<file path="src/rtl/segway_pkg.sv">
// rtl/segway_pkg.sv - shared rider-state type and default load thresholds.
package segway_pkg;

   typedef enum logic [1:0] {
      NORIDER = 2'd0,
      WAIT    = 2'd1,
      STEER   = 2'd2
   } rider_state_t;

   localparam logic [11:0] MIN_RIDER_WT_DEF = 12'h200;
   localparam logic [11:0] WT_HYST_DEF      = 12'h040;

endpackage

</file>
<file path="src/rtl/rider_detect_ld_compare.sv">
// rtl/rider_detect_ld_compare.sv - combinational load sum/balance classification.
module ld_compare
   import segway_pkg::*;
#(
   parameter logic [11:0] MIN_RIDER_WT = MIN_RIDER_WT_DEF,
   parameter logic [11:0] WT_HYST      = WT_HYST_DEF
) (
   input  logic [11:0] i_lft_q,
   input  logic [11:0] i_rght_q,
   output logic        o_present,
   output logic        o_gone,
   output logic        o_unbal_lo,
   output logic        o_unbal_hi
);

   localparam logic [12:0] PRESENT_WT = {1'b0, MIN_RIDER_WT};
   localparam logic [12:0] GONE_WT    = {1'b0, MIN_RIDER_WT - WT_HYST};

   logic [12:0] w_sum;
   logic [11:0] w_diff;

   assign w_sum  = {1'b0, i_lft_q} + {1'b0, i_rght_q};
   // Subtract the smaller from the larger so the magnitude never wraps.
   assign w_diff = (i_lft_q >= i_rght_q) ? (i_lft_q - i_rght_q) : (i_rght_q - i_lft_q);

   assign o_present  = (w_sum > PRESENT_WT);
   assign o_gone     = (w_sum < GONE_WT);
   assign o_unbal_lo = ({1'b0, w_diff} > (w_sum >> 2));
   assign o_unbal_hi = ({1'b0, w_diff} > (w_sum - (w_sum >> 4)));

endmodule

</file>
<file path="src/rtl/rider_detect.sv">
// rtl/rider_detect.sv - rider presence/steer-qualify FSM; RIDER_DETECT_FAST_SIM_EN shortens the dwell to 2^15 clocks.
module rider_detect
   import segway_pkg::*;
#(
   parameter logic [11:0] MIN_RIDER_WT = MIN_RIDER_WT_DEF,
   parameter logic [11:0] WT_HYST      = WT_HYST_DEF,
   parameter int          TMR_BITS     = 26
) (
   input  logic        clk,
   input  logic        rst_n,
   input  logic [11:0] lft_ld,
   input  logic [11:0] rght_ld,
   input  logic        ld_vld,
   output logic        rider_off,
   output logic        en_steer
);

`ifdef RIDER_DETECT_FAST_SIM_EN
   localparam int DONE_BITS = (TMR_BITS < 15) ? TMR_BITS : 15;
`else
   localparam int DONE_BITS = TMR_BITS;
`endif

   logic [11:0]         r_lft_q;
   logic [11:0]         r_rght_q;
   logic [TMR_BITS-1:0] r_tmr;
   rider_state_t        r_state;
   rider_state_t        w_nxt_state;
   logic                w_present;
   logic                w_gone;
   logic                w_unbal_lo;
   logic                w_unbal_hi;
   logic                w_tmr_clr;
   logic                w_tmr_inc;
   logic                w_tmr_done;

   ld_compare #(
      .MIN_RIDER_WT (MIN_RIDER_WT),
      .WT_HYST      (WT_HYST)
   ) u_ld_compare (
      .i_lft_q    (r_lft_q),
      .i_rght_q   (r_rght_q),
      .o_present  (w_present),
      .o_gone     (w_gone),
      .o_unbal_lo (w_unbal_lo),
      .o_unbal_hi (w_unbal_hi)
   );

   assign w_tmr_done = &r_tmr[DONE_BITS-1:0];

   always_ff @(posedge clk or negedge rst_n) begin
      if (!rst_n) begin
         r_lft_q  <= '0;
         r_rght_q <= '0;
      end else if (ld_vld) begin
         r_lft_q  <= lft_ld;
         r_rght_q <= rght_ld;
      end
   end

   always_comb begin
      w_nxt_state = r_state;
      w_tmr_clr   = 1'b0;
      w_tmr_inc   = 1'b0;
      case (r_state)
         NORIDER: begin
            if (w_present) begin
               w_nxt_state = WAIT;
               w_tmr_clr   = 1'b1;
            end
         end
         WAIT: begin
            if (w_gone) begin
               w_nxt_state = NORIDER;
            end else if (w_unbal_lo) begin
               w_tmr_clr = 1'b1;
            end else if (w_tmr_done) begin
               w_nxt_state = STEER;
            end else begin
               w_tmr_inc = 1'b1;
            end
         end
         STEER: begin
            if (w_gone) begin
               w_nxt_state = NORIDER;
            end else if (w_unbal_hi) begin
               w_nxt_state = WAIT;
               w_tmr_clr   = 1'b1;
            end
         end
         default: w_nxt_state = NORIDER;
      endcase
   end

   // Increment is only requested while not done, so the timer saturates.
   always_ff @(posedge clk or negedge rst_n) begin
      if (!rst_n) begin
         r_tmr <= '0;
      end else if (w_tmr_clr) begin
         r_tmr <= '0;
      end else if (w_tmr_inc) begin
         r_tmr <= r_tmr + 1'b1;
      end
   end

   always_ff @(posedge clk or negedge rst_n) begin
      if (!rst_n) begin
         r_state   <= NORIDER;
         rider_off <= 1'b1;
         en_steer  <= 1'b0;
      end else begin
         r_state   <= w_nxt_state;
         rider_off <= (w_nxt_state == NORIDER);
         en_steer  <= (w_nxt_state == STEER);
      end
   end

endmodule

</file>
<file path="config.mk">
export PLATFORM = sky130hd
export DESIGN_NAME = rider_detect
export DESIGN_NICKNAME = d
export VERILOG_FILES = /design/src/rtl/segway_pkg.sv /design/src/rtl/rider_detect_ld_compare.sv /design/src/rtl/rider_detect.sv
export SDC_FILE = /design/constraint.sdc
export NUM_CORES = 1
export LEC_CHECK = 0
export BUFFER_PORTS_ARGS = -buffer_cell sky130_fd_sc_hd__buf_2
export CAP_MARGIN = 25
export CORE_ASPECT_RATIO = 0.6
export CORE_MARGIN = 1
export CORE_UTILIZATION = 45
export DETAILED_ROUTE_END_ITERATION = 8
export SLEW_MARGIN = 20
export SYNTH_ARGS = -nofsm -noshare
export SYNTH_HDL_FRONTEND = slang
export SYNTH_SLANG_ARGS = --single-unit
</file>
<file path="constraint.sdc">
create_clock -name clk -period 8.4 [get_ports clk]
set_input_delay 1.26 -clock clk [delete_from_list [all_inputs] [get_ports clk]]
set_output_delay 1.26 -clock clk [all_outputs]
set_load 0.01 [all_outputs]
</file>
==> out/summary.txt, run 1 <==
crit path max fanout: 26
post-synthesis sequential area ratio: 23.7%
Reg clk slew, reported paths: 0.08 ns
min Tclk post-route: 7.09 ns
post-synthesis cell type count: 85
first-pass GRT wire length: 24700 um
chip height: 89.3 um
Initial Utilization: 46.7%
status: completed
Die Span X: 147 um
# setup viols final: 0
Pwr Density: 275 nW/um2
Post-CTS Setup Repair Bufs: 0
fraction of layout cells with a size suffix above 1: 10.2%
TritonCTS clock tree: yes
core area: 12200 um2
post-route ant nets: 0
Slew @ Worst Pin: 0.817 ns
fin cells: 850
Critical Path Start Type: register
Tcrit/Tclk final: 84.4%
RePlAce Congestion: 0.906
Clock H-tree levels: 2
asr flop ratio synth: 100%
row count: 31
worst skew pair latency: 0.31 ns
Placed Cells: 842
Top FF cell, synth: dfrtp_1
ANT cells: 0
via density per instance: 6.10
Min-Delay Path Class: register to register
Iter 0 DRT Violations: 456
critical setup path kind: register to register
Syn Area/Cell: 8.50 um2
wire per inst: 17.8 um
syn_nets: 772
final WL: 15200 um
deepest clock path buffer count: 2
# port buffers: 28
Crit. End Element: register
synth warn: 0
Critical Path RT: 8.59 ns
Overflow after GRT: 0
leakage power: 2.71 nW
DRC Markers: 0
initial antenna violation count: 0
power consumption: 1.68 mW
CTS resizes: 0
TritonCTS buffer count: 5
Max Clk Rate: 0.141 GHz
hpwl dp: 11800 um
Nets: 784
clk sinks: 54
vias in the first global route: 4720
RSZ-0062 raised after global routing: false
Die ar.: 13200 um2
largest net degree at the start of global routing: 55
Fin. Hold Viols: 0
CTS Hold Bufs: 0
Max VDD drop: 115 uV
Ports: 29
Root Buffer: clkbuf_16
most common cell after layout, fill and taps aside: ha_1
most frequent cells in the layout: ha_1 (69), a21oi_1 (64), dfrtp_1 (53)
Arrival @ worst endpoint: 7.27 ns
post-synthesis instance area: 5710 um2
max-cap viol count: 0
EDFF count, synth: 0
Slew Viols, Final: 0
Final Skew: 0.00883 ns
register bit total from synthesis: 54
vias: 5182
gr usage total: 23.9%
Area Growth Syn to Fin: 7.19%
max_slew headroom: 44.8%
Mapped Cells: 672
DR pass1 iterations: 5
post-route setup TNS: 0 ns
==> synth_stat cells, drive strengths merged (15+ instances only) <==
cell,number,area share (%)
ha,69,15
or4,18,2.4
a21o,18,2.4
nand4,15,1.6
inv,53,3.5
dfrtp,53,23
nand3,20,1.8
xnor2,23,4.0
a21oi,64,5.6
nand2,50,3.3
nor2,31,2.1
o21ai,44,3.9
buf,16,1.4
o31ai,17,2.2
==> state kept, by name, indices dropped and copies added (netlist names) <==
register	flops
r_lft_q	12
r_rght_q	12
rider_off	1
r_state	2
en_steer	1
r_tmr	26
==> metrics by stage <==
step	hold slack [ns]	setup WS (ns)	util (%)	cell area, um2
after floorplan	0.508	2.45	-	5710
after global placement	0.525	1.55	48.8	5970
after detailed placement	0.535	1.54	48.8	5970
after CTS	0.547	1.49	50.1	6120
after global routing	0.574	0.875	50.1	6120
final	0.550	1.31	50.1	6120
==> where the power goes <==
group / internal, mW / switching [mW] / leakage (nW) / total [mW]
sequential: 0.279 / 0.0146 / 0.704 / 0.293
clock: 0.114 / 0.111 / 0.0759 / 0.225
combinational: 0.430 / 0.733 / 1.93 / 1.16
==> routing by layer <==
metal / track usage, % / part of all wire (%)
met5: 0 / 0
met4: 5.06 / 0.88
met3: 5.36 / 8.1
met2: 33.5 / 38
met1: 36.7 / 53
==> worst paths after layout <==
path | startpoint | endpoint | slack [ns] | depth (start not counted)
worst min register to register | r_tmr[14]$_DFFE_PN0P_ | r_tmr[14]$_DFFE_PN0P_ | 0.55 | 2
worst max register to register | r_lft_q[1]$_DFFE_PN0P_ | r_tmr[2]$_DFFE_PN0P_ | 1.31 | 25
worst max-delay path | r_lft_q[1]$_DFFE_PN0P_ | r_tmr[2]$_DFFE_PN0P_ | 1.31 | 25
worst min-delay path | r_tmr[14]$_DFFE_PN0P_ | r_tmr[14]$_DFFE_PN0P_ | 0.55 | 2
max in group asynchronous | rst_n | r_state[0]$_DFF_PN0_ | 6.82 | 2
min in group asynchronous | rst_n | r_lft_q[6]$_DFFE_PN0P_ | 1.09 | 2
==> kinds of logic (layout without fill, tap and decap cells) <==
kind of cell,after synthesis,after routing,share of synthesized area [%]
xor+xnor,36,36,5.98
mux,14,14,2.72
compound gates,205,205,24.9
buf+inv,81,94,5.72
flops,54,54,23.7
fa+ha+maj,74,74,16.7
simple gates,208,208,20.3
==> layout make-up <==
cell class	instances	area [um2]
flip-flops and latches	54	1350
well taps	165	206
repair buffers	33	178
clock inverters	3	28.8
clock buffers	5	125
fillers	1162	6100
inverters	53	199
multi-input cells	537	4030
==> critical path: stages, from the launching register on <==
cell	delay, ns
dfrtp_1	0.43
inv_1	0.15
ha_1	0.37
nand2b_1	0.21
a2111oi_2	0.67
or3_1	0.22
xor2_1	0.31
inv_1	0.20
fa_1	0.51
o41ai_2	0.44
a31oi_1	0.26
o31a_1	0.32
o21ai_0	0.31
xnor2_1	0.14
ha_1	0.34
a21o_1	0.15
a21o_1	0.15
a31oi_1	0.05
a41oi_1	0.20
o21ai_0	0.16
nor4b_1	0.29
o311a_1	0.27
nor4b_2	0.08
o32ai_2	0.27
buf_4	0.34
nor2_1	0.09
Power figures use the tool's default switching activity.
==> run 2: changes to the inputs <==
==> constraint.sdc (replaced) <==
create_clock -name clk -period 6.8 [get_ports clk]
set_input_delay 1.02 -clock clk [delete_from_list [all_inputs] [get_ports clk]]
set_output_delay 1.02 -clock clk [all_outputs]
set_load 0.01 [all_outputs]
==> run 2 against run 1 <==
Net effect:
- flip-flop and latch count did not move
- final area rose by 1.9%
- final cell count rose by 1.2%
- critical endpoint is now r_tmr[3]$_DFFE_PN0P_
- worst hold slack improved by 0.0071 ns
- critical path depth rose by 2
- maximum frequency rose by 11%
- largest cell class unchanged
- count of clock-buffer cells in the layout did not move
- core utilization rose by 0.96 points
==> out/summary.txt, run 2 (synthesis results as in run 1) <==
Die Span X: 147 um
max reg flops: 26
hpwl dp: 11900 um
Comb pwr share: 70.4%
wire per inst: 17.8 um
RR Endpoint: r_tmr[3]$_DFFE_PN0P_
Critical Path Start Type: register
filler cell count: 1147
min Tclk post-route: 6.36 ns
Die ar.: 13200 um2
Core Util, Final: 51.1%
Tcrit/Tclk final: 93.5%
post-route ant nets: 0
Iter 0 DRT Violations: 422
switching power: 1.10 mW
Sw Share: 50.8%
final WL: 15300 um
most frequent cells in the layout: ha_1 (69), a21oi_1 (64), dfrtp_1 (53)
Setup crit end: r_tmr[3]$_DFFE_PN0P_
Root Buffer: clkbuf_16
Reg-to-Reg Start: r_lft_q[2]$_DFFE_PN0P_
Ports: 29
CP Buf/Inv Count: 5
Initial Utilization: 46.7%
vias: 5201
via density per instance: 6.05
Max Clk Rate: 0.157 GHz
crit path max fanout: 13
Reg clk slew, reported paths: 0.08 ns
critical setup path kind: register to register
gr usage total: 23.8%
RePlAce Congestion: 0.936
Overflow after GRT: 0
most common cell after layout, fill and taps aside: ha_1
deepest clock path buffer count: 2
Largest regs: r_tmr x26, r_lft_q x12, r_rght_q x12
Fin. Hold Viols: 0
# port buffers: 28
row count: 31
status: completed
Crit. End Element: register
Pint: 1.06 mW
vias in the first global route: 4618
max-cap viol count: 0
CP startpoint: r_lft_q[2]$_DFFE_PN0P_
Placed Cells: 850
RSZ-0062 raised after global routing: false
Slew @ Worst Pin: 0.802 ns
CTS Hold Bufs: 0
TritonCTS buffer count: 5
reg2reg setup slack: 0.44 ns
Clock H-tree levels: 2
TritonCTS clock tree: yes
ANT cells: 0
DR pass1 iterations: 5
largest reg by FF count: r_tmr
# setup viols final: 0
DRC Markers: 0
core area: 12200 um2
clk sinks: 54
crit-path max cell delay: 0.48 ns
Pwr Density: 346 nW/um2
Clk pwr share: 12.9%
Arrival @ worst endpoint: 6.54 ns
largest net degree at the start of global routing: 55
first-pass GRT wire length: 24500 um
chip height: 89.3 um
Final Skew: 0.00727 ns
Reg power frac: 16.8%
Critical Path RT: 6.98 ns
Nets: 794
Slew Viols, Final: 0
Min-Delay Path Class: register to register
cells on worst reg2reg path: 27
Max VDD drop: 219 uV
leakage power: 2.76 nW
initial antenna violation count: 0
delay-heaviest family, CP: compound AO/OA/AOI/OAI gates
max_slew headroom: 46.3%
worst skew pair latency: 0.30 ns
post-route setup TNS: 0 ns
Crit. path cell count: 27
fin cells: 860
Max stage delay cell, worst path: fa_1
fraction of layout cells with a size suffix above 1: 12.2%
Area Growth Syn to Fin: 9.25%
==> run 2: worst min-delay path by stage <==
stage	start	end	slack [ns]	cells past startpoint
detailed placement	r_tmr[22]$_DFFE_PN0P_	r_tmr[22]$_DFFE_PN0P_	0.54	2
global route	r_tmr[25]$_DFFE_PN0P_	r_tmr[25]$_DFFE_PN0P_	0.58	2
floorplan	r_tmr[14]$_DFFE_PN0P_	r_tmr[14]$_DFFE_PN0P_	0.51	2
finish	r_tmr[22]$_DFFE_PN0P_	r_tmr[22]$_DFFE_PN0P_	0.56	2
global placement	r_tmr[14]$_DFFE_PN0P_	r_tmr[14]$_DFFE_PN0P_	0.53	2
CTS	r_tmr[20]$_DFFE_PN0P_	r_tmr[20]$_DFFE_PN0P_	0.56	2
==> run 2: worst register-to-register path: cells and delay by family (launching register included) <==
kind / cells / cell delay, ns
AO/OA/AOI/OAI: 13 / 2.62
XOR/XNOR: 2 / 0.31
adder cells (fa/ha/maj): 3 / 1.28
buffers and inverters: 5 / 0.72
flip-flops: 1 / 0.38
AND/OR/NAND/NOR: 4 / 0.94
==> run 2: routing by layer <==
layer	vias to the layer above	part of all wire [%]	track usage, %
met4	0	0.24	2.44
met2	181	37	31.3
li1	2532	-	-
met5	-	0	0
met1	2484	53	37.6
met3	4	8.9	7.30
==> run 2: cell type report <==
cell class                      count  area (um2)  area share (%)
Clock buffer                        5         125            2.01
Clock inverter                      3        28.8           0.461
Inverter                           53         199            3.19
Multi-Input combinational cell    537        4070            65.2
Sequential cell                    54        1350            21.7
Tap cell                          165         206            3.31
Timing Repair Buffer               43         260            4.17
==> run 2: repair_timing <==
action / 4_1_cts / 5_1_grt
setup endpoints to repair: 0 / 27
gates resized for setup: 0 / 10
buffers inserted: 0 / 1
endpoints found under the hold margin: 0 / 0
==> run 2: power by group through the flow <==
| stage | registers (mW) | clock network, mW | logic [mW] |
|---|---|---|---|
| 6_report | 0.362 | 0.277 | 1.52 |
| 5_1_grt | 0.365 | 0.299 | 1.67 |
| 4_1_cts | 0.362 | 0.286 | 1.43 |
| 3_5_place_dp | 0.368 | 0 | 1.42 |
| 3_3_place_gp | 0.367 | 0 | 1.38 |
| 2_1_floorplan | 0.366 | 0 | 1.09 |
==> run 2: metrics by stage <==
step | cell area (um2) | setup WS (ns) | hold WS [ns] | power [mW]
global placement | 6030 | 0.632 | 0.526 | 1.75
detailed placement | 6030 | 0.385 | 0.538 | 1.79
floorplan | 5710 | 0.846 | 0.508 | 1.45
CTS | 6180 | 0.348 | 0.556 | 2.08
global route | 6240 | 0.0391 | 0.579 | 2.33
finish | 6240 | 0.443 | 0.557 | 2.16
==> run 3: changes to the inputs <==
--- a/config.mk
+++ b/config.mk
@@ -5,7 +5,7 @@
 export SDC_FILE = /design/constraint.sdc
 export NUM_CORES = 1
 export LEC_CHECK = 0
-export BUFFER_PORTS_ARGS = -buffer_cell sky130_fd_sc_hd__buf_2
+export BUFFER_PORTS_ARGS = -buffer_cell sky130_fd_sc_hd__clkbuf_2
 export CAP_MARGIN = 25
 export CORE_ASPECT_RATIO = 0.6
 export CORE_MARGIN = 1
==> run 3 against run 2 <==
Net effect:
- global-route usage grew 0.33 points
- count of clock-buffer cells in the layout is the same
- core utilization shrank 0.31 points
- clock power is essentially flat
- first-iteration DRC count grew 14%
- combinational power shrank 4%
- non-clock buffer count shrank 2
- critical endpoint is now r_tmr[14]$_DFFE_PN0P_
- largest power group unchanged
- highest routed layer unchanged
==> out/summary.txt, run 3 (synthesis results as in run 1) <==
Comb pwr share: 69.6%
RePlAce Congestion: 0.938
DRC Markers: 0
Critical Path Start Type: register
Slew Viols, Final: 0
status: completed
Arrival @ worst endpoint: 6.56 ns
largest net degree at the start of global routing: 55
Crit. End Element: register
Iter 0 DRT Violations: 482
hpwl dp: 11900 um
delay-heaviest family, CP: compound AO/OA/AOI/OAI gates
Min-Delay Path Class: register to register
TritonCTS buffer count: 5
DR pass1 iterations: 5
vias: 5171
worst skew pair latency: 0.30 ns
min Tclk post-route: 6.38 ns
CP Buf/Inv Count: 4
critical setup path kind: register to register
Max stage delay cell, worst path: fa_1
post-route setup TNS: 0 ns
Tcrit/Tclk final: 93.9%
Max Clk Rate: 0.157 GHz
Final Hold Slack: 0.552 ns
DP Worst Slack: 0.342 ns
Reg power frac: 17.2%
max_slew headroom: 46.4%
Initial Utilization: 46.7%
Die ar.: 13200 um2
power consumption: 2.10 mW
setup ws final: 0.415 ns
core area: 12200 um2
crit-path max cell delay: 0.49 ns
vias in the first global route: 4680
Ports: 29
row count: 31
Area Growth Syn to Fin: 8.59%
Largest regs: r_tmr x26, r_lft_q x12, r_rght_q x12
crit path max fanout: 26
RSZ-0062 raised after global routing: false
Clock H-tree levels: 2
first-pass GRT wire length: 24900 um
Critical Path RT: 6.98 ns
post-route ant nets: 0
# setup viols final: 0
leakage power: 2.76 nW
deepest clock path buffer count: 2
most common cell after layout, fill and taps aside: ha_1
TritonCTS clock tree: yes
Pwr Density: 338 nW/um2
via density per instance: 6.03
Final Skew: 0.00644 ns
Overflow after GRT: 0
clk sinks: 54
max-cap viol count: 0
Placed Cells: 850
gr usage total: 24.1%
max reg flops: 26
Fin. Hold Viols: 0
fraction of layout cells with a size suffix above 1: 11.4%
Nets: 792
largest reg by FF count: r_tmr
Post-CTS Setup Repair Bufs: 0
fin cells: 858
Sw Share: 50.4%
Die Span X: 147 um
Max VDD drop: 229 uV
Pint: 1.04 mW
# port buffers: 28
switching power: 1.06 mW
Slew @ Worst Pin: 0.802 ns
ANT cells: 0
initial antenna violation count: 0
final WL: 15100 um
Reg clk slew, reported paths: 0.08 ns
Clk pwr share: 13.1%
most frequent cells in the layout: ha_1 (69), a21oi_1 (64), dfrtp_1 (53)
chip height: 89.3 um
wire per inst: 17.6 um
Root Buffer: clkbuf_16
==> run 3: cell types whose count changed in the layout (fill, tap and decap cells not counted), sizes merged <==
cell,delta
buf,-30
clkbuf,+28
==> run 3: cell type report <==
cell class	instances	area, um2
multi-input cells	537	4040
inverters	53	199
fillers	1171	6020
flip-flops and latches	54	1350
clock inverters	3	28.8
repair buffers	41	250
clock buffers	5	125
well taps	165	206
==> run 3: worst paths after layout <==
| path | slack (ns) | startpoint | cells past startpoint | endpoint |
|---|---|---|---|---|
| hold reg to reg | 0.55 | r_tmr[6]$_DFFE_PN0P_ | 2 | r_tmr[6]$_DFFE_PN0P_ |
| min in group asynchronous | 0.85 | rst_n | 2 | r_rght_q[7]$_DFFE_PN0P_ |
| max in group asynchronous | 5.47 | rst_n | 2 | r_state[0]$_DFF_PN0_ |
| setup / recovery | 0.42 | r_lft_q[2]$_DFFE_PN0P_ | 26 | r_tmr[14]$_DFFE_PN0P_ |
| setup reg to reg | 0.42 | r_lft_q[2]$_DFFE_PN0P_ | 26 | r_tmr[14]$_DFFE_PN0P_ |
| hold / removal | 0.55 | r_tmr[6]$_DFFE_PN0P_ | 2 | r_tmr[6]$_DFFE_PN0P_ |
==> run 3: tightest hold or removal path: stages (launching register included) <==
cell and delay, ns:
dfrtp_1 0.39, o41ai_1 0.07, a21oi_1 0.06
==> run 3: power groups by stage <==
| stage | Clock, mW | Sequential (mW) | Combinational (mW) |
|---|---|---|---|
| after floorplan | 0 | 0.366 | 1.09 |
| after global placement | 0 | 0.367 | 1.39 |
| after detailed placement | 0 | 0.368 | 1.43 |
| after CTS | 0.285 | 0.362 | 1.44 |
| after global routing | 0.298 | 0.365 | 1.62 |
| final | 0.276 | 0.362 | 1.46 |
==> run 3: layer usage <==
layer	GRT usage [%]	share of wire (%)
met5	0	0
met4	3.66	0.45
met3	6.38	7.8
met2	32.2	37
met1	38.0	55
==> run 3: per-stage QoR <==
stage / utilization (%) / area (um2)
after floorplan: - / 5710
after CTS: 50.7 / 6190
after detailed placement: 49.4 / 6040
after global placement: 49.4 / 6040
final: 50.8 / 6200
after global routing: 50.8 / 6200
==> run 3: what timing repair did <==
action	CTS	global route
hold buffers	0	0
resized for setup	0	1
endpoints found under the setup margin	0	27
